--- config.mk ---
export PLATFORM = sky130hd
export DESIGN_NAME = mux32_3in
export DESIGN_NICKNAME = d
export VERILOG_FILES = /design/src/rtl/mux32_3in.sv
export SDC_FILE = /design/constraint.sdc
export NUM_CORES = 1
export LEC_CHECK = 0
export CAP_MARGIN = 5
export CORE_MARGIN = 1.5
export CORE_UTILIZATION = 31
export CTS_CLUSTER_SIZE = 28
export DETAILED_ROUTE_END_ITERATION = 10
export PLACE_DENSITY = 0.95
export RECOVER_POWER = 50
export SETUP_SLACK_MARGIN = 0.3
export SLEW_MARGIN = 0
export SYNTH_ARGS = -nofsm -noshare
export SYNTH_HDL_FRONTEND = slang
export SYNTH_SLANG_ARGS = --single-unit
--- constraint.sdc ---
create_clock -name clk -period 2.93 [get_ports clk]
set_input_delay 0.586 -clock clk [delete_from_list [all_inputs] [get_ports clk]]
set_output_delay 0.586 -clock clk [all_outputs]
set_load 0.01 [all_outputs]
--- src/rtl/mux32_3in.sv ---
// 3-way operand-forwarding selector with a registered copy of the result.
// MUX32_3IN_SEL_ERR_EN adds a sticky flag for the illegal select code 2'b11.
module mux32_3in #(
  parameter int unsigned      WIDTH     = 32,
  parameter logic [WIDTH-1:0] ILL_VALUE = '0
) (
  input  logic             clk,
  input  logic             rst,
  input  logic [WIDTH-1:0] input1,
  input  logic [WIDTH-1:0] input2,
  input  logic [WIDTH-1:0] input3,
  input  logic [1:0]       op,
  output logic [WIDTH-1:0] out,
  output logic [WIDTH-1:0] out_q,
  output logic             sel_err
);

  logic [WIDTH-1:0] out_q_q;
  logic [WIDTH-1:0] out_q_d;

  // A select containing X/Z falls through to the default arm.
  always_comb begin
    out = ILL_VALUE;
    case (op)
      2'b00:   out = input1;
      2'b01:   out = input2;
      2'b10:   out = input3;
      default: out = ILL_VALUE;
    endcase
  end

  always_comb begin
    out_q_d = out;
  end

  always_ff @(posedge clk or posedge rst) begin
    if (rst) begin
      out_q_q <= '0;
    end else begin
      out_q_q <= out_q_d;
    end
  end

  assign out_q = out_q_q;

`ifdef MUX32_3IN_SEL_ERR_EN
  logic sel_err_q;
  logic sel_err_d;

  always_comb begin
    sel_err_d = sel_err_q | (op == 2'b11);
  end

  always_ff @(posedge clk or posedge rst) begin
    if (rst) begin
      sel_err_q <= 1'b0;
    end else begin
      sel_err_q <= sel_err_d;
    end
  end

  assign sel_err = sel_err_q;
`else
  assign sel_err = 1'b0;
`endif

endmodule

### After elaboration in Yosys (flattened, before gate mapping)

Index checks and enable logic that the tools add are counted.

* register bits after elaboration: 32
* memories: 0
* memory bits (writable): 0
* output and inout bits: 65
* bits in latches: 0
* memory bits (read-only): 0
* word-level logic and storage cells: 5

* magnitude comparators: 0
* eq/ne operators: 2
* multiply operators: 0
* multiplexer cells: 1
* bitwise operators: 0
* divide/modulo/power cells: 0
* shift operators: 0
* add/sub/neg operators: 0
* reductions and logical operators: 1

Operators by type and width (count)
* $pmux 32 s3: 1
* $eq 2x1->1 const B: 1
* $eq 2x2->1 const B: 1
* $logic_not 2->1: 1

### Longest topological paths before layout

Gate-level depths: netlist (run 1).

* depth in word-level cells: 2
* mapped depth: 5

### Worst setup path before layout (run 1)

Ideal clock, no wire load.

* path type: input-to-output
* start: input op[0]
* end: output out[10]
* arrival time: 1.230 ns
* setup slack: 1.114 ns
* stages on the path: 5
* cells stage by stage: buf_4 nor2b_4 buf_6 buf_6 o2bb2ai_1

* word-level cells in the longest chain between the ends: 2

Ends and longest elaborated chain
* start: declaration: RTL line 12 `input logic [1:0] op,`
* $eq 2x2->1 (tied with other cells): RTL line 24 `case (op)`
* $pmux 32 s3 *: RTL line 24
* end: declaration: RTL line 13 `output logic [WIDTH-1:0] out,`

Mark *: on every way between the ends. The rest lies on a longest branch, timed or not.

### Worst setup path in the final report (run 1)

* start: input op[1]
* end: output out[2]

Same word-level chain as after synthesis.

==> key figures, run 1 <==
Outcome
  • Status: completed

Synth
  • Post-synth top flop: dfrtp_1
  • Mapped Avg Cell Area: 14.31 um2
  • Share of the synthesized area in the top cell type: between 40% and 50%
  • Synth Area in XOR/XNOR: 0%
  • Largest cells by area after synthesis: dfrtp_1 (50%), mux2i_1 (20%), o2bb2ai_1 (12%)
  • Ys async rst share: 100.0%
  • Simple-Gate Fraction of Synth Area: 0.8587%
  • Post-synth EDFFs: 0
  • Top cells by instance count after synthesis: dfrtp_1 (32), mux2i_1 (32), o2bb2ai_1 (22), o2bb2ai_2 (10), buf_6 (8)
  • Synth Area in Compound Gates: a little over a fifth
  • Synthesized flop and latch total: 32
  • Area leader, netlist: dfrtp_1
  • Netlist Area Pre-Place: between 1500 and 2000 um2
  • Register area share after synthesis: between 40% and 50%
  • Count of cell types in the netlist: 11
  • Post-synthesis mux area share: 19.98%
  • Gate count of the mapped netlist: 112
  • YS warnings: 0
  • Syn nets: 212
  • Largest family of logic cells by synthesized area: compound AO/OA/AOI/OAI gates
  • Synth Area in Adders: 0%

Drt
  • Iter 0 DRT Violations: 8
  • Total wire length: roughly 5700 um
  • Vias per inst: 4.634
  • DR DRC count: 0
  • Remaining antenna violation count: 0
  • WL/cell: 16.50 um
  • Via count: ~1600
  • Initial DRT Pass Iterations: 4

Clocking
  • Root Driver: clkbuf_8
  • H-tree Lvls: 2
  • CTS tree: done
  • CTS buffer count: 5
  • Register clock-pin slew on the reported worst setup and hold paths: 0.06 ns
  • Sink Count: 32
  • Hold buffer count at cts: 0
  • Clock Tree Buf Depth: 2

Final layout
  • Non-Filler Instances: ~340
  • Fill cells: 386
  • Diodes inserted: 0
  • Sequential cell area: 800.8 um2
  • Share of layout cells above drive strength 1: between 10% and 20%
  • Final #Nets: 377
  • Max FFs per register: 32
  • Area delta synth->final: 102.6%
  • Footprint of the multi-input gates: 641.9 um2
  • Cell area after layout: 3247 um2

Place
  • Port bufs: 163
  • Placed Cells: 336
  • Post-placement cell area: 3298 um2
  • GP Congestion: roughly 0.74
  • Hpwl dp: about 4800 um

Timing
  • RSZ-0062 raised after global routing: no
  • FMAX: 406.4 MHz
  • Final Hold Viols: 0
  • Hold slack: between 0.6 and 0.7 ns
  • Setup TNS: 0 ns
  • Crit share post-route: 83.97%
  • Crit path time final: 2.460 ns
  • Setup violators final: 0
  • Final Max Tran Viols: 0

Setup path
  • Crit path launch type: primary input
  • Worst endpoint data arrival time: 1.87 ns
  • Crit-path max cell delay: between 0.2 and 0.3 ns
  • Crit Path Category: primary input to primary output
  • CP Capture Type: primary output
  • Critical Path RT: 2.34 ns
  • Worst path cell trace: buf_2 -> nor2b_1 -> clkbuf_1 -> buf_12 -> o2bb2ai_1 -> dlygate4sd2_1
  • Slowest stage cell, crit path: dlygate4sd2_1
  • Crit-path max FO: 17

Power and ir drop
  • PD cells: 375.0 nW/um2
  • Switching pwr: 0.3203 mW
  • P_leak: 1.438 nW
  • Power share of the clock group: 25.6%
  • Net Sw Frac: 26.31%
  • Flop pwr share: 40.1%
  • Logic pwr share: 34.4%
  • Internal power: 0.8971 mW
  • Worst vdd ir: 0.2929 mV

Global route
  • Largest net degree at the start of global routing: 33
  • GR met1 Demand/Resource: 17.88%
  • Grt met3 use: 8.835%
  • Aggregate global routing overflow: 0
  • First-pass GRT wire length: 8148 um
  • Busiest grt layer: met2
  • Initial antenna violation count: 0
  • GR Util All Layers: 20.15%
  • Vias in the first global route: 1671
  • GR Layer Usage met2: 40.71%

Flow run
  • Number of max-cap violations: 0

Hold path
  • Min-delay worst type: primary input to register
  • Hold Crit Depth: 2

Die
  • Starting density of the core: 33.06%
  • Die Y: 74.91 um
  • Core area: 4848 um2
  • Die X: roughly 75 um
  • DIE AREA: 5611 um2
  • I/O Pins: 165
  • Site row count: 25
==> placed cells by master (no fill, tap or decap) <==
cell             synthesis  routed
mux2i_1                 32      32
clkbuf_2                 0      15
o2bb2ai_2               10       5
buf_12                   0       4
clkbuf_1                 2       2
inv_1                    1       1
clkbuf_8                 0       5
o2bb2ai_1               22      27
buf_4                    2       3
clkdlybuf4s50_1          0     128
dfrtp_1                 32      32
clkinv_2                 0       1
nor2b_1                  0       1
dlymetal6s2s_1           0       1
buf_2                    1       1
dlygate4sd3_1            0       1
dlygate4sd2_1            0      17
conb_1                   1       1
==> layout make-up <==
cell class / instances / share of cell area [%]
sequential: 32 / 24.66
clock buffer: 6 / 2.235
inverter: 1 / 0.1156
multi-input combinational: 66 / 19.77
clock inverter: 1 / 0.1541
timing repair buffer: 171 / 50.48
tap: 67 / 2.582
==> cells by family (layout without fill, tap and decap cells) <==
logic type / count (synthesis) / count (layout)
other: 1 / 1
multiplexers: 32 / 32
AO/OA/AOI/OAI: 32 / 32
flip-flops: 32 / 32
AND/OR/NAND/NOR: 1 / 1
buffers and inverters: 14 / 179
==> critical path: cells and delay by family <==
family                 cells  cell delay, ns
AND/OR/NAND/NOR            1            0.28
buffers and inverters      4            0.85
AO/OA/AOI/OAI              1            0.14
==> power by group through the flow <==
| stage | Clock [mW] | Combinational (mW) | Sequential (mW) |
|---|---|---|---|
| floorplan | 0 | 0.130 | 0.517 |
| global placement | 0 | 0.452 | 0.495 |
| detailed placement | 0 | 0.462 | 0.497 |
| CTS | 0.323 | 0.437 | 0.488 |
| global route | 0.344 | 0.447 | 0.491 |
| finish | 0.311 | 0.419 | 0.488 |
==> through the flow <==
step	util, %	power (mW)	worst slack (ns)
finish	66.97	1.217	0.4695
global route	66.97	1.281	0.3727
CTS	68.95	1.248	0.2521
detailed placement	68.03	0.9584	0.04452
global placement	68.03	0.9467	0.08173
floorplan	-	0.6475	1.114
==> worst paths after layout <==
path | from | endpoint | slack [ns]
setup / recovery | op[1] | out[2] | 0.47
hold / removal | op[0] | out_q[10]$_DFF_PP0_ | 0.62
min in group asynchronous | rst | out_q[10]$_DFF_PP0_ | 0.85
max in group asynchronous | rst | out_q[0]$_DFF_PP0_ | 1.77
==> metal layers <==
layer / up-vias / wire (um)
li1: 750 / -
met1: 747 / 1800
met2: 95 / 3169
met3: 2 / 676
met4: 0 / 30
met5: - / 0
==> what timing repair did <==
item                                    CTS  global route
endpoints found under the hold margin     0             0
endpoints found under the setup margin   32            17
gates resized for setup                  32            31
setup buffers                             1             0
No activity file was read; power rests on OpenSTA's default activity.
==> run 2, diff against run 1 <==
Settings changed: CORE_UTILIZATION 31 to 29, PLACE_DENSITY 0.95 to 0.91.
Clock period 2.93 ns to 2.5 ns, I/O delays scaled along.
==> key figures, run 2 (synthesis gave the netlist of run 1 again) <==
Outcome
  • Status: completed

Die
  • Die Y: ~77 um
  • DIE AREA: around 6000 um2
  • I/O Pins: about 170
  • Core area: 5205 um2
  • Starting density of the core: a little under a third
  • Die X: 77.34 um
  • Site row count: 26

Final layout
  • Footprint of the multi-input gates: between 600 and 700 um2
  • Non-Filler Instances: 364
  • Max FFs per register: 32
  • Sequential cell area: 800.8 um2
  • Fill cells: 449
  • Diodes inserted: 0
  • Final #Nets: roughly 400
  • Final Core Density: about two thirds
  • Share of layout cells above drive strength 1: 23.81%
  • Area delta synth->final: 111.6%
  • Cell area after layout: roughly 3400 um2
  • Most frequent cells in the layout: clkdlybuf4s50_1 (128), mux2i_1 (32), dfrtp_1 (32)
  • Commonest non-fill, non-tap cell in the layout: clkdlybuf4s50_1

Power and ir drop
  • PD cells: 444.0 nW/um2
  • P_leak: 1.505 nW
  • Tot Pwr: 1.506 mW
  • Worst vdd ir: 0.2139 mV

Drt
  • Total wire length: 5879 um
  • DR DRC count: 0
  • Via count: 1664
  • Iter 0 DRT Violations: 31
  • WL/cell: between 15 and 20 um
  • Initial DRT Pass Iterations: 4
  • Vias per inst: 4.571
  • Remaining antenna violation count: 0

Global route
  • Vias in the first global route: 1832
  • Largest net degree at the start of global routing: 33
  • First-pass GRT wire length: 9246 um
  • Aggregate global routing overflow: 0
  • GR Util All Layers: 20.23%
  • Initial antenna violation count: 0

Hold path
  • Min-delay worst type: primary input to register

Place
  • GP Congestion: just under 0.8
  • Hpwl dp: 4588 um
  • Port bufs: 163
  • Placed Cells: roughly 350
  • Post-placement cell area: 3392 um2

Clocking
  • Sink Count: 32
  • H-tree Lvls: 2
  • Root Driver: clkbuf_8
  • CTS tree: done
  • Hold buffer count at cts: 0
  • Register clock-pin slew on the reported worst setup and hold paths: roughly 0.06 ns
  • CTS buffer count: 5
  • Clock Tree Buf Depth: 2

Setup path
  • Crit path buffers/inverters: 4
  • Crit-path max FO: 6
  • CP Capture Type: primary output
  • Worst path cell trace: dlygate4sd2_1 -> nor2b_1 -> buf_12 -> clkbuf_1 -> o2bb2ai_1 -> buf_2
  • Crit-path max cell delay: ~0.28 ns
  • Critical Path RT: 2.00 ns
  • Cell family with most CP delay: buffers and inverters
  • Worst endpoint data arrival time: 1.67 ns
  • Crit path launch type: primary input
  • Crit Path Category: primary input to primary output
  • Slowest stage cell, crit path: nor2b_1

Timing
  • Hold slack: 0.7973 ns
  • Least-Margin Pin Slew: 0.8418 ns
  • Setup violators final: 0
  • Final Max Tran Viols: 0
  • RSZ-0062 raised after global routing: no
  • Crit share post-route: 86.98%
  • Crit path time final: between 2 and 2.5 ns
  • FMAX: 459.9 MHz
  • Slew HR: 43.88%
  • Final Hold Viols: 0

Flow run
  • Number of max-cap violations: 0
run 2: changes by cell type in the layout (fill, tap and decap cells not counted), sizes merged:
cell,before,now
dlygate4sd2,17,3
clkbuf,22,13
clkinv,1,0
buf,8,47
clkdlybuf4s15,0,3
dlymetal6s2s,1,0
run 2: final cells by class:
type	count	share of cell area (%)
Timing Repair Buffer	187	50.83
Sequential cell	32	23.61
Multi-Input combinational cell	66	20.21
Clock buffer	8	2.656
Tap cell	70	2.582
Inverter	1	0.1107
run 2: per-stage QoR:
| stage | setup TNS (ns) | worst slack, ns |
|---|---|---|
| 3_3_place_gp | -2.393 | -0.09869 |
| 3_5_place_dp | -3.245 | -0.1566 |
| 6_report | 0 | 0.3254 |
| 4_1_cts | 0 | 0.4656 |
| 5_1_grt | 0 | 0.2001 |
| 2_1_floorplan | 0 | 0.8558 |
run 2: final timing paths:
kind | depth (start not counted) | end | slack, ns | from
setup / recovery | 6 | out[30] | 0.33 | op[0]
hold / removal | 2 | out_q[15]$_DFF_PP0_ | 0.80 | input2[15]
max in group asynchronous | 3 | out_q[29]$_DFF_PP0_ | 1.05 | rst
min in group asynchronous | 3 | out_q[16]$_DFF_PP0_ | 0.91 | rst
run 2: per-layer routing:
layer  global-route usage [%]  vias up  part of all wire, %
li1                         -      785                    -
met1                    20.59      775                   35
met2                    37.89      100                   55
met3                    7.765        4                  8.8
met4                    6.000        0                 0.87
met5                        0        -                    0
run 2: power by group:
group          leakage [nW]  switching, mW  internal, mW
clock network        0.0455          0.184         0.224
logic                  1.06          0.199         0.326
registers             0.398         0.0119         0.561
total                  1.50          0.395          1.11
run 2: repair_timing:
action                                 CTS  global route
endpoints found under the hold margin    0             0
buffers inserted                         5             0
gates resized for setup                124             0
setup endpoints to repair               32             0
